===== src/rtl/mips_pkg.sv =====
// Shared MIPS pipeline definitions: the J opcode, the NOP word, the fetch-stage
// state encoding, the default reset PC and helpers for decoding J in fetch.
package mips_pkg;

  localparam logic [5:0]  OP_J             = 6'b000010;
  localparam logic [31:0] NOP_WORD         = 32'h0000_0000;
  localparam logic [31:0] DEFAULT_RESET_PC = 32'h0000_0000;

  typedef enum logic [1:0] {
    FETCH   = 2'd0,
    HOLD    = 2'd1,
    DISCARD = 2'd2
  } fetch_state_e;

  // True when the word is an unconditional J.
  function automatic logic is_j(input logic [31:0] instr);
    return instr[31:26] == OP_J;
  endfunction

  // J target: upper nibble of the delay-slot PC joined with the word index.
  function automatic logic [31:0] j_target(input logic [31:0] pc4,
                                           input logic [31:0] instr);
    return {pc4[31:28], instr[25:0], 2'b00};
  endfunction

endpackage


===== src/rtl/if_id_reg.sv =====
// Pipeline register carrying {instr, pc4, valid} (65 bits). Flush beats stall,
// stall beats load. A flush turns the slot into a NOP with valid cleared and
// leaves pc4 untouched. Written generically so ID/EX can reuse it.
module if_id_reg
  import mips_pkg::*;
(
  input  logic        clk,
  input  logic        reset,
  input  logic        load_i,
  input  logic        stall_i,
  input  logic        flush_i,
  input  logic [31:0] instr_i,
  input  logic [31:0] pc4_i,
  input  logic        valid_i,
  output logic [31:0] instr_o,
  output logic [31:0] pc4_o,
  output logic        valid_o
);

  logic [31:0] instr_q;
  logic [31:0] pc4_q;
  logic        valid_q;

  // Register update: synchronous reset, then flush, hold, load in priority order.
  // NOTE: clocked state uses non-blocking (<=) so every flop samples pre-edge values.
  always_ff @(posedge clk) begin
    if (reset) begin
      instr_q <= NOP_WORD;
      pc4_q   <= '0;
      valid_q <= 1'b0;
    end else if (flush_i) begin
      instr_q <= NOP_WORD;
      valid_q <= 1'b0;
    end else if (!stall_i && load_i) begin
      instr_q <= instr_i;
      pc4_q   <= pc4_i;
      valid_q <= valid_i;
    end
  end

  assign instr_o = instr_q;
  assign pc4_o   = pc4_q;
  assign valid_o = valid_q;

endmodule


===== src/rtl/instr_fetch.sv =====
// Instruction-fetch stage: owns the PC, the imem request/ack handshake and the
// IF/ID register. Handles stalls (HOLD parks a word fetched during a stall),
// downstream redirects (DISCARD drains an outstanding request) and memory of
// any latency. Optional macro FETCH_JUMP_EN resolves J in fetch so that
// decode never sees it.
module instr_fetch
  import mips_pkg::*;
#(
  parameter logic [31:0] RESET_PC = DEFAULT_RESET_PC
) (
  input  logic        clk,
  input  logic        reset,
  output logic        imem_req,
  output logic [31:0] imem_addr,
  input  logic [31:0] imem_rdata,
  input  logic        imem_ack,
  input  logic        stall,
  input  logic        redirect,
  input  logic [31:0] redirect_pc,
  output logic [31:0] if_id_instr,
  output logic [31:0] if_id_pc4,
  output logic        if_id_valid
);

  fetch_state_e state_q, state_d;
  logic [31:0]  pc_q, pc_d;
  logic [31:0]  hold_instr_q, hold_instr_d;
  logic [31:0]  hold_pc4_q, hold_pc4_d;
  logic [31:0]  target_q, target_d;
  logic [31:0]  pc_plus4;

  logic         ifid_load;
  logic         ifid_flush;
  logic [31:0]  ifid_instr_d;
  logic [31:0]  ifid_pc4_d;

  assign pc_plus4 = pc_q + 32'd4;  // wraps modulo 2^32

  // The request stays up in FETCH and DISCARD; the address is the PC, which
  // does not move until the ack arrives, so it is stable while waiting.
  assign imem_req  = !reset && (state_q != HOLD);
  assign imem_addr = pc_q;

  // State, PC and side registers.
  always_ff @(posedge clk) begin
    if (reset) begin
      state_q      <= FETCH;
      pc_q         <= RESET_PC;
      hold_instr_q <= NOP_WORD;
      hold_pc4_q   <= '0;
      target_q     <= '0;
    end else begin
      state_q      <= state_d;
      pc_q         <= pc_d;
      hold_instr_q <= hold_instr_d;
      hold_pc4_q   <= hold_pc4_d;
      target_q     <= target_d;
    end
  end

  // Next-state, PC update and IF/ID control; redirect wins over stall everywhere.
  always_comb begin
    // NOTE: every output gets a default first so no path can infer a latch.
    state_d      = state_q;
    pc_d         = pc_q;
    hold_instr_d = hold_instr_q;
    hold_pc4_d   = hold_pc4_q;
    target_d     = target_q;
    ifid_load    = 1'b0;
    ifid_flush   = 1'b0;
    ifid_instr_d = imem_rdata;
    ifid_pc4_d   = pc_plus4;

    unique case (state_q)
      FETCH: begin
        if (redirect) begin
          ifid_flush = 1'b1;
          if (imem_ack) begin
            pc_d = redirect_pc;
          end else begin
            target_d = redirect_pc;
            state_d  = DISCARD;
          end
        end else if (imem_ack) begin
          pc_d = pc_plus4;
          if (stall) begin
            hold_instr_d = imem_rdata;
            hold_pc4_d   = pc_plus4;
            state_d      = HOLD;
`ifdef FETCH_JUMP_EN
            if (is_j(imem_rdata)) pc_d = j_target(pc_plus4, imem_rdata);
`endif
          end else begin
`ifdef FETCH_JUMP_EN
            if (is_j(imem_rdata)) begin
              pc_d       = j_target(pc_plus4, imem_rdata);
              ifid_flush = 1'b1;
            end else begin
              ifid_load = 1'b1;
            end
`else
            ifid_load = 1'b1;
`endif
          end
        end else if (!stall) begin
          ifid_flush = 1'b1;  // waiting on memory: push a bubble
        end
      end

      HOLD: begin
        if (redirect) begin
          ifid_flush = 1'b1;
          pc_d       = redirect_pc;
          state_d    = FETCH;
        end else if (!stall) begin
          ifid_instr_d = hold_instr_q;
          ifid_pc4_d   = hold_pc4_q;
          state_d      = FETCH;
`ifdef FETCH_JUMP_EN
          // PC already points at the J target; the J itself becomes a NOP.
          if (is_j(hold_instr_q)) ifid_flush = 1'b1;
          else                    ifid_load  = 1'b1;
`else
          ifid_load = 1'b1;
`endif
        end
      end

      DISCARD: begin
        ifid_flush = 1'b1;
        if (redirect) target_d = redirect_pc;
        if (imem_ack) begin
          pc_d    = redirect ? redirect_pc : target_q;
          state_d = FETCH;
        end
      end

      default: state_d = FETCH;
    endcase
  end

  if_id_reg u_if_id_reg (
    .clk     (clk),
    .reset   (reset),
    .load_i  (ifid_load),
    .stall_i (stall),
    .flush_i (ifid_flush),
    .instr_i (ifid_instr_d),
    .pc4_i   (ifid_pc4_d),
    .valid_i (1'b1),
    .instr_o (if_id_instr),
    .pc4_o   (if_id_pc4),
    .valid_o (if_id_valid)
  );

endmodule


===== config.mk =====
export PLATFORM = sky130hd
export DESIGN_NAME = instr_fetch
export DESIGN_NICKNAME = d
export VERILOG_FILES = /design/src/rtl/mips_pkg.sv /design/src/rtl/if_id_reg.sv /design/src/rtl/instr_fetch.sv
export SDC_FILE = /design/constraint.sdc
export NUM_CORES = 1
export LEC_CHECK = 0
export CELL_PAD_IN_SITES_DETAIL_PLACEMENT = 1
export CELL_PAD_IN_SITES_GLOBAL_PLACEMENT = 1
export CORE_ASPECT_RATIO = 1.1
export CORE_MARGIN = 1
export CORE_UTILIZATION = 39
export CTS_CLUSTER_DIAMETER = 50
export DETAILED_ROUTE_END_ITERATION = 8
export GPL_TIMING_DRIVEN = 0
export PLACE_DENSITY = 0.92
export SYNTH_ARGS = -nofsm -noshare
export SYNTH_HDL_FRONTEND = slang
export SYNTH_SLANG_ARGS = --single-unit

===== constraint.sdc =====
create_clock -name clk -period 3.5 [get_ports clk]
set_clock_uncertainty 0.1 [all_clocks]
set_input_delay 0.7 -clock clk [delete_from_list [all_inputs] [get_ports clk]]
set_output_delay 0.7 -clock clk [all_outputs]
set_load 0.005 [all_outputs]

# Word level (Yosys, flattened, before mapping)
# Cells that the tools add are included.
# W data, S select, Z words.
# totals
inputBits,69
output_inout_bits,98
elab_cells,69
ff_bits,195
# op_classes
n_eq_ne,12
n_bitwise,2
n_reduce_logical,13
mux,33
n_addsub,1
# op_table
cell,n
$mux W32,14
$pmux W32 S3,1
$pmux W32 S2,1
$add A32 B3 Y32 const B,1
$mux W2,7
$ne A3 B3 Y1 const B,4
$ne A2 B2 Y1 const B,5
$mux W1,7
$pmux W2 S3,1
$reduce_and A3 Y1,2
$reduce_and A5 Y1,1
$reduce_and A4 Y1,1
$pmux W1 S3,1
$reduce_bool A3 Y1,1
$eq A2 B1 Y1 const B,1
$eq A2 B2 Y1 const B,1
$logic_and A1 B1 Y1,2
$logic_not A1 Y1,2
$logic_not A2 Y1,1
$ne A2 B1 Y1 const B,1
$not A1 Y1,2
$pmux W1 S2,1
$reduce_and A2 Y1,1
$reduce_bool A2 Y1,1
$reduce_or A2 Y1,1

# Logic depth before layout (Yosys ltp)
# depth
ltp_word,6
ltp_mapped,10
mapped_depth_nobuf,7

# Modules after synthesis
# A second synthesis with hierarchy kept.
# unflattened
hier_cells,1229
area_unflattened_um2,9559.2
# by_module_without_submodules
mod,area_each_um2,instances,seq_area_each_um2,cells_per_inst
instr_fetch,7219.4,1,2602.5,941
if_id_reg,2339.7,1,1301.2,288

# Least setup slack after synthesis
# Ideal clock, no wire load.
# synth_path
kind,input-to-reg
startpoint,in redirect
endpoint,"reg pc_q[14], in the netlist imem_addr[14]"
t_arrival_ns,2.280
cell_stages,8
setup_ns,0.119
path_slack_ns,1.001
path_buffers,4
required_time_ns,3.281
cell_sequence,clkbuf_1 clkbuf_1 clkbuf_1 clkbuf_1 a21oi_1 a21oi_1 a31oi_1 o221a_2
# synth_via
elab_chain_len,3
word_cells_on_any_way,6
cone_classes,eq/ne (1); mux (4); reduce/logical (1)
# synth_rtl
element,line_no,source
start: declaration,instr_fetch.sv:18,"input logic redirect,"
$mux W32,--,
$mux W32,instr_fetch.sv:132,if (imem_ack) begin
$pmux W32 S3,instr_fetch.sv:74,unique case (state_q)
end signal: assignment,instr_fetch.sv:54,pc_q <= pc_d;
end: declaration,instr_fetch.sv:26,"logic [31:0] pc_q, pc_d;"
# Parallel ways exist; a longest one is shown, timed or not. The select of a mux whose other input is x is not followed.
# A chain may end at the register's enable or synchronous reset.

# Worst setup path after layout
# layout_path
startpoint,in reset
endpoint,out imem_req
# layout_via
elab_chain_len,2
# layout_rtl
element,line_no,source
start: declaration,instr_fetch.sv:12,"input logic reset,"
$logic_not A1 Y1,instr_fetch.sv:41,assign imem_req = !reset && (state_q != HOLD);
$logic_and A1 B1 Y1,instr_fetch.sv:41,
end: declaration,instr_fetch.sv:13,"output logic imem_req,"
# No other way between the ends.

==> metrics.md <==
| Metric | Value |
|---|---|
| R2r startpoint | state_q[0]$_SDFFE_PP0P_ |
| CP Class | in2out |
| Final setup viols | 0 |
| Post-CTS setup buffers | 0 |
| CTS tree | yes |
| Gp weighted congestion | 0.921 |
| First-pass GRT wire length | 58700 um |
| Routed vias | 10400 |
| Crit Path Max Fanout | 10 |
| Synthesis Warnings | 0 |
| Lkg Pwr | 0.00392 uW |
| F_max | 291 MHz |
| Finished Layout Cells | 1665 |
| Final period util | 98.3% |
| Hold-fix buffers, CTS | 0 |
| DRT antenna net count | 0 |
| Core Footprint | 22900 um2 |
| Layout cell share with drive strength beyond 1 | 4.84% |
| Post-Syn Nets | 1243 |
| HP Class | reg2reg |
| Cells after Synth | 1169 |
| Post-DP Area | 11200 um2 |
| Die W | 148 um |
| Worst-path clk slew | 0.08 ns |
| Avg Inst Size Synth | 7.81 um2 |
| Worst path required time | 2.70 ns |
| Initial detailed-routing violation count | 966 |
| Worst vdd ir | 344 uV |
| Largest net degree at the start of global routing | 24 |
| Tmin final | 3.44 ns |
| Fin nets | 1426 |
| Hpwl dp | 26900 um |
| Clock root cell | clkbuf_16 |
| Starting Density | 39.8% |
| Setup crit start kind | primary input |
| Die height | 163 um |
| RR Endpoint | imem_addr[25]$_SDFFE_PP0P_ |
| Clock latency on the worst-skew pair | 0.46 ns |
| Final Cell Area | 11800 um2 |
| Post-synthesis xor/xnor area fraction | 1.44% |
| DR WL met3 | 3070 um |
| Outcome | finished, final reports clean |
| DR WL/cell | 22.9 um |
| Max-slew violations | 0 |
| # DRC | 0 |
| H-tree depth | 4 |
| PwrDens | 500 nW/um2 |
| Top FF cell, synth | dfxtp_1 |
| Unrepaired setup endpoints after global routing | false |
| Std cell rows | 58 |
| Synth Cell Area | 9140 um2 |
| Hold Crit Depth | 2 |
| Yosys reg bits | 195 |
| Crit. End Element | output pin |
| Buffers on Ports | 164 |
| DRT met1 WL | 15100 um |
| Final wirelength | 38200 um |
| Global-route usage over all layers | 31.5% |
| DRT Pass-1 Iters | 9 |
| Vias in the first global route | 10500 |
| Vias/cell | 6.27 |
| Synth async-reset ratio | 0% |
| CTS Sinks | 195 |
| Reg2Reg Depth | 9 |
| ANT cells | 0 |
| Data arrival, critical path | 2.64 ns |
| Synth-to-Final Area Change | 29.2% |
| Top Metal Used | met4 |
| Final WS setup | 0.0598 ns |
| Max_cap viols | 0 |
| Clock Tree Buf Depth | 2 |
| Routed met2 length | 17900 um |
| Initial antenna violation count | 0 |
| Worst Hold End | u_if_id_reg.pc4_o[21]$_SDFFE_PP0P_ |
| Min Hold Slack | 0.356 ns |
| Multiplexer share of the synthesized area | 1.31% |
| Register area share after synthesis | 42.7% |
| Post-synth cell types | 62 |
| EDFF count, synth | 0 |
| Synth Area in Adders | 0.685% |
| Total CTS buffers | 17 |
| Compound-Gate Fraction of Synth Area | 28.6% |
| Final hold violations | 0 |
| Placed insts | 1633 |
| Place WS | -0.209 ns |
| Die ar. | 24000 um2 |
| Worst R2R Setup Slack | 0.15 ns |
| I/O Pins | 167 |
| Hold Crit Start | u_if_id_reg.pc4_o[21]$_SDFFE_PP0P_ |
| Post-synthesis simple-gate area fraction | 20.3% |
| Largest family of logic cells by synthesized area | compound AO/OA/AOI/OAI gates |
| Worst-margin pin slew | 1.08 ns |
| Slew margin rel. | 27.2% |
| Grt ovf | 0 |
## repair_timing
action	in CTS	in global routing
gates resized for setup	1	3
cloned	0	0
setup endpoints to repair	1	5
## kinds of logic after synthesis
kind of cell	count (synthesis)
AO/OA/AOI/OAI	420
AND/OR/NAND/NOR	406
flip-flops	195
buffers and inverters	117
XOR/XNOR	15
multiplexers	11
adder cells (fa/ha/maj)	5
## synth_stat cells (4+ instances only)
cell | number | area share (%)
and3_1 | 4 | 0.27
a311oi_1 | 11 | 1.1
and4_1 | 6 | 0.58
xnor2_1 | 8 | 0.77
a21oi_1 | 164 | 9.0
and2_1 | 6 | 0.41
xor2_1 | 7 | 0.67
nand3_1 | 17 | 0.93
a22o_1 | 20 | 1.9
nor3_1 | 37 | 2.0
nand2b_1 | 9 | 0.62
a211o_1 | 8 | 0.77
buf_1 | 12 | 0.49
or4_1 | 5 | 0.41
dfxtp_1 | 195 | 43
clkbuf_1 | 86 | 3.5
a21o_1 | 4 | 0.33
nand2_1 | 202 | 8.3
o21ai_0 | 76 | 4.2
mux2_2 | 8 | 0.99
o22ai_1 | 33 | 2.3
ha_1 | 5 | 0.68
o21a_1 | 7 | 0.58
o311ai_0 | 6 | 0.58
nor2_1 | 70 | 2.9
inv_1 | 8 | 0.33
or3_1 | 7 | 0.48
a31oi_1 | 10 | 0.68
nor4_1 | 13 | 0.89
a211oi_1 | 26 | 2.1
a31o_2 | 4 | 0.38
nor2b_1 | 5 | 0.34
buf_2 | 8 | 0.44
o31a_1 | 4 | 0.38
nand4_1 | 10 | 0.68
o211ai_1 | 11 | 0.90
a22oi_1 | 13 | 1.1
## placed cells by master (no fill, tap or decap), drive strengths merged, types with 5 or more instances in the layout
master           n
and2             6
clkinv           8
nand3           18
a311oi          11
xor2             7
clkbuf         103
o22ai           33
a211o            8
nor2            70
or4              5
buf             20
and4             6
o211ai          11
o21ai           77
a21oi          164
nand2          202
nor2b            5
dfxtp          195
nor4            13
inv             18
nor3            38
clkdlybuf4s50  164
xnor2            8
o21a             7
nand4           11
a22oi           13
or3              7
a211oi          26
o311ai           6
ha               5
mux2             8
a31oi           10
nand2b           9
a22o            20
## power by group
part / switching [uW] / internal (uW) / leakage [uW]
Clock: 1100 / 1000 / 0.000305
Sequential: 161 / 2360 / 0.00159
Combinational: 778 / 497 / 0.00203
Total: 2040 / 3860 / 0.00392
## per-layer routing
metal / vias up / GRT usage, %
li1: 4613 / -
met1: 5123 / 38.1
met2: 559 / 52.1
met3: 144 / 6.05
met4: 0 / 18.6
met5: - / 0
## area by class of cell
cell class                 instances  area, um2
buffer                           106        410
clock buffer                      17        425
clock inverter                    15        214
fill                            2816      11100
inverter                          11       41.3
multi-input combinational        857       4790
sequential                       195       3900
tap                              300        375
timing repair buffer             164       1640
## how the worst max path moves through the flow
stage          cells after the start  slack [ns]                     from                            endpoint
6_report                           5        0.06                    reset                            imem_req
5_1_grt                            9        0.02  state_q[0]$_SDFFE_PP0P_          imem_addr[25]$_SDFFE_PP0P_
4_1_cts                            5       0.004  state_q[0]$_SDFFE_PP0P_                            imem_req
3_5_place_dp                       8       -0.21                    stall  u_if_id_reg.pc4_o[15]$_SDFFE_PP0P_
3_3_place_gp                       8       -0.16                    stall  u_if_id_reg.pc4_o[15]$_SDFFE_PP0P_
2_1_floorplan                      8        1.00                 redirect          imem_addr[14]$_SDFFE_PP0P_
## registers in the layout, indices dropped and copies added, names as in the netlist
register / cells
hold_instr_q: 32
hold_pc4_q: 32
imem_addr: 32
state_q: 2
target_q: 32
u_if_id_reg.instr_o: 32
u_if_id_reg.pc4_o: 32
u_if_id_reg.valid_o: 1
## critical path, cell delays in order
cell	delay, ns
clkbuf_1	0.19
clkbuf_1	0.56
buf_1	0.59
nor2_1	0.08
clkdlybuf4s50_1	0.52
## through the flow
step	TNS, ns	utilization, %	total power [uW]
finish	0	51.5	5900
global route	0	51.5	6070
CTS	0	51.4	5850
detailed placement	-2.89	48.6	3770
global placement	-1.86	48.6	3710
floorplan	0	-	3180
No activity file was read; power rests on OpenSTA's default activity.
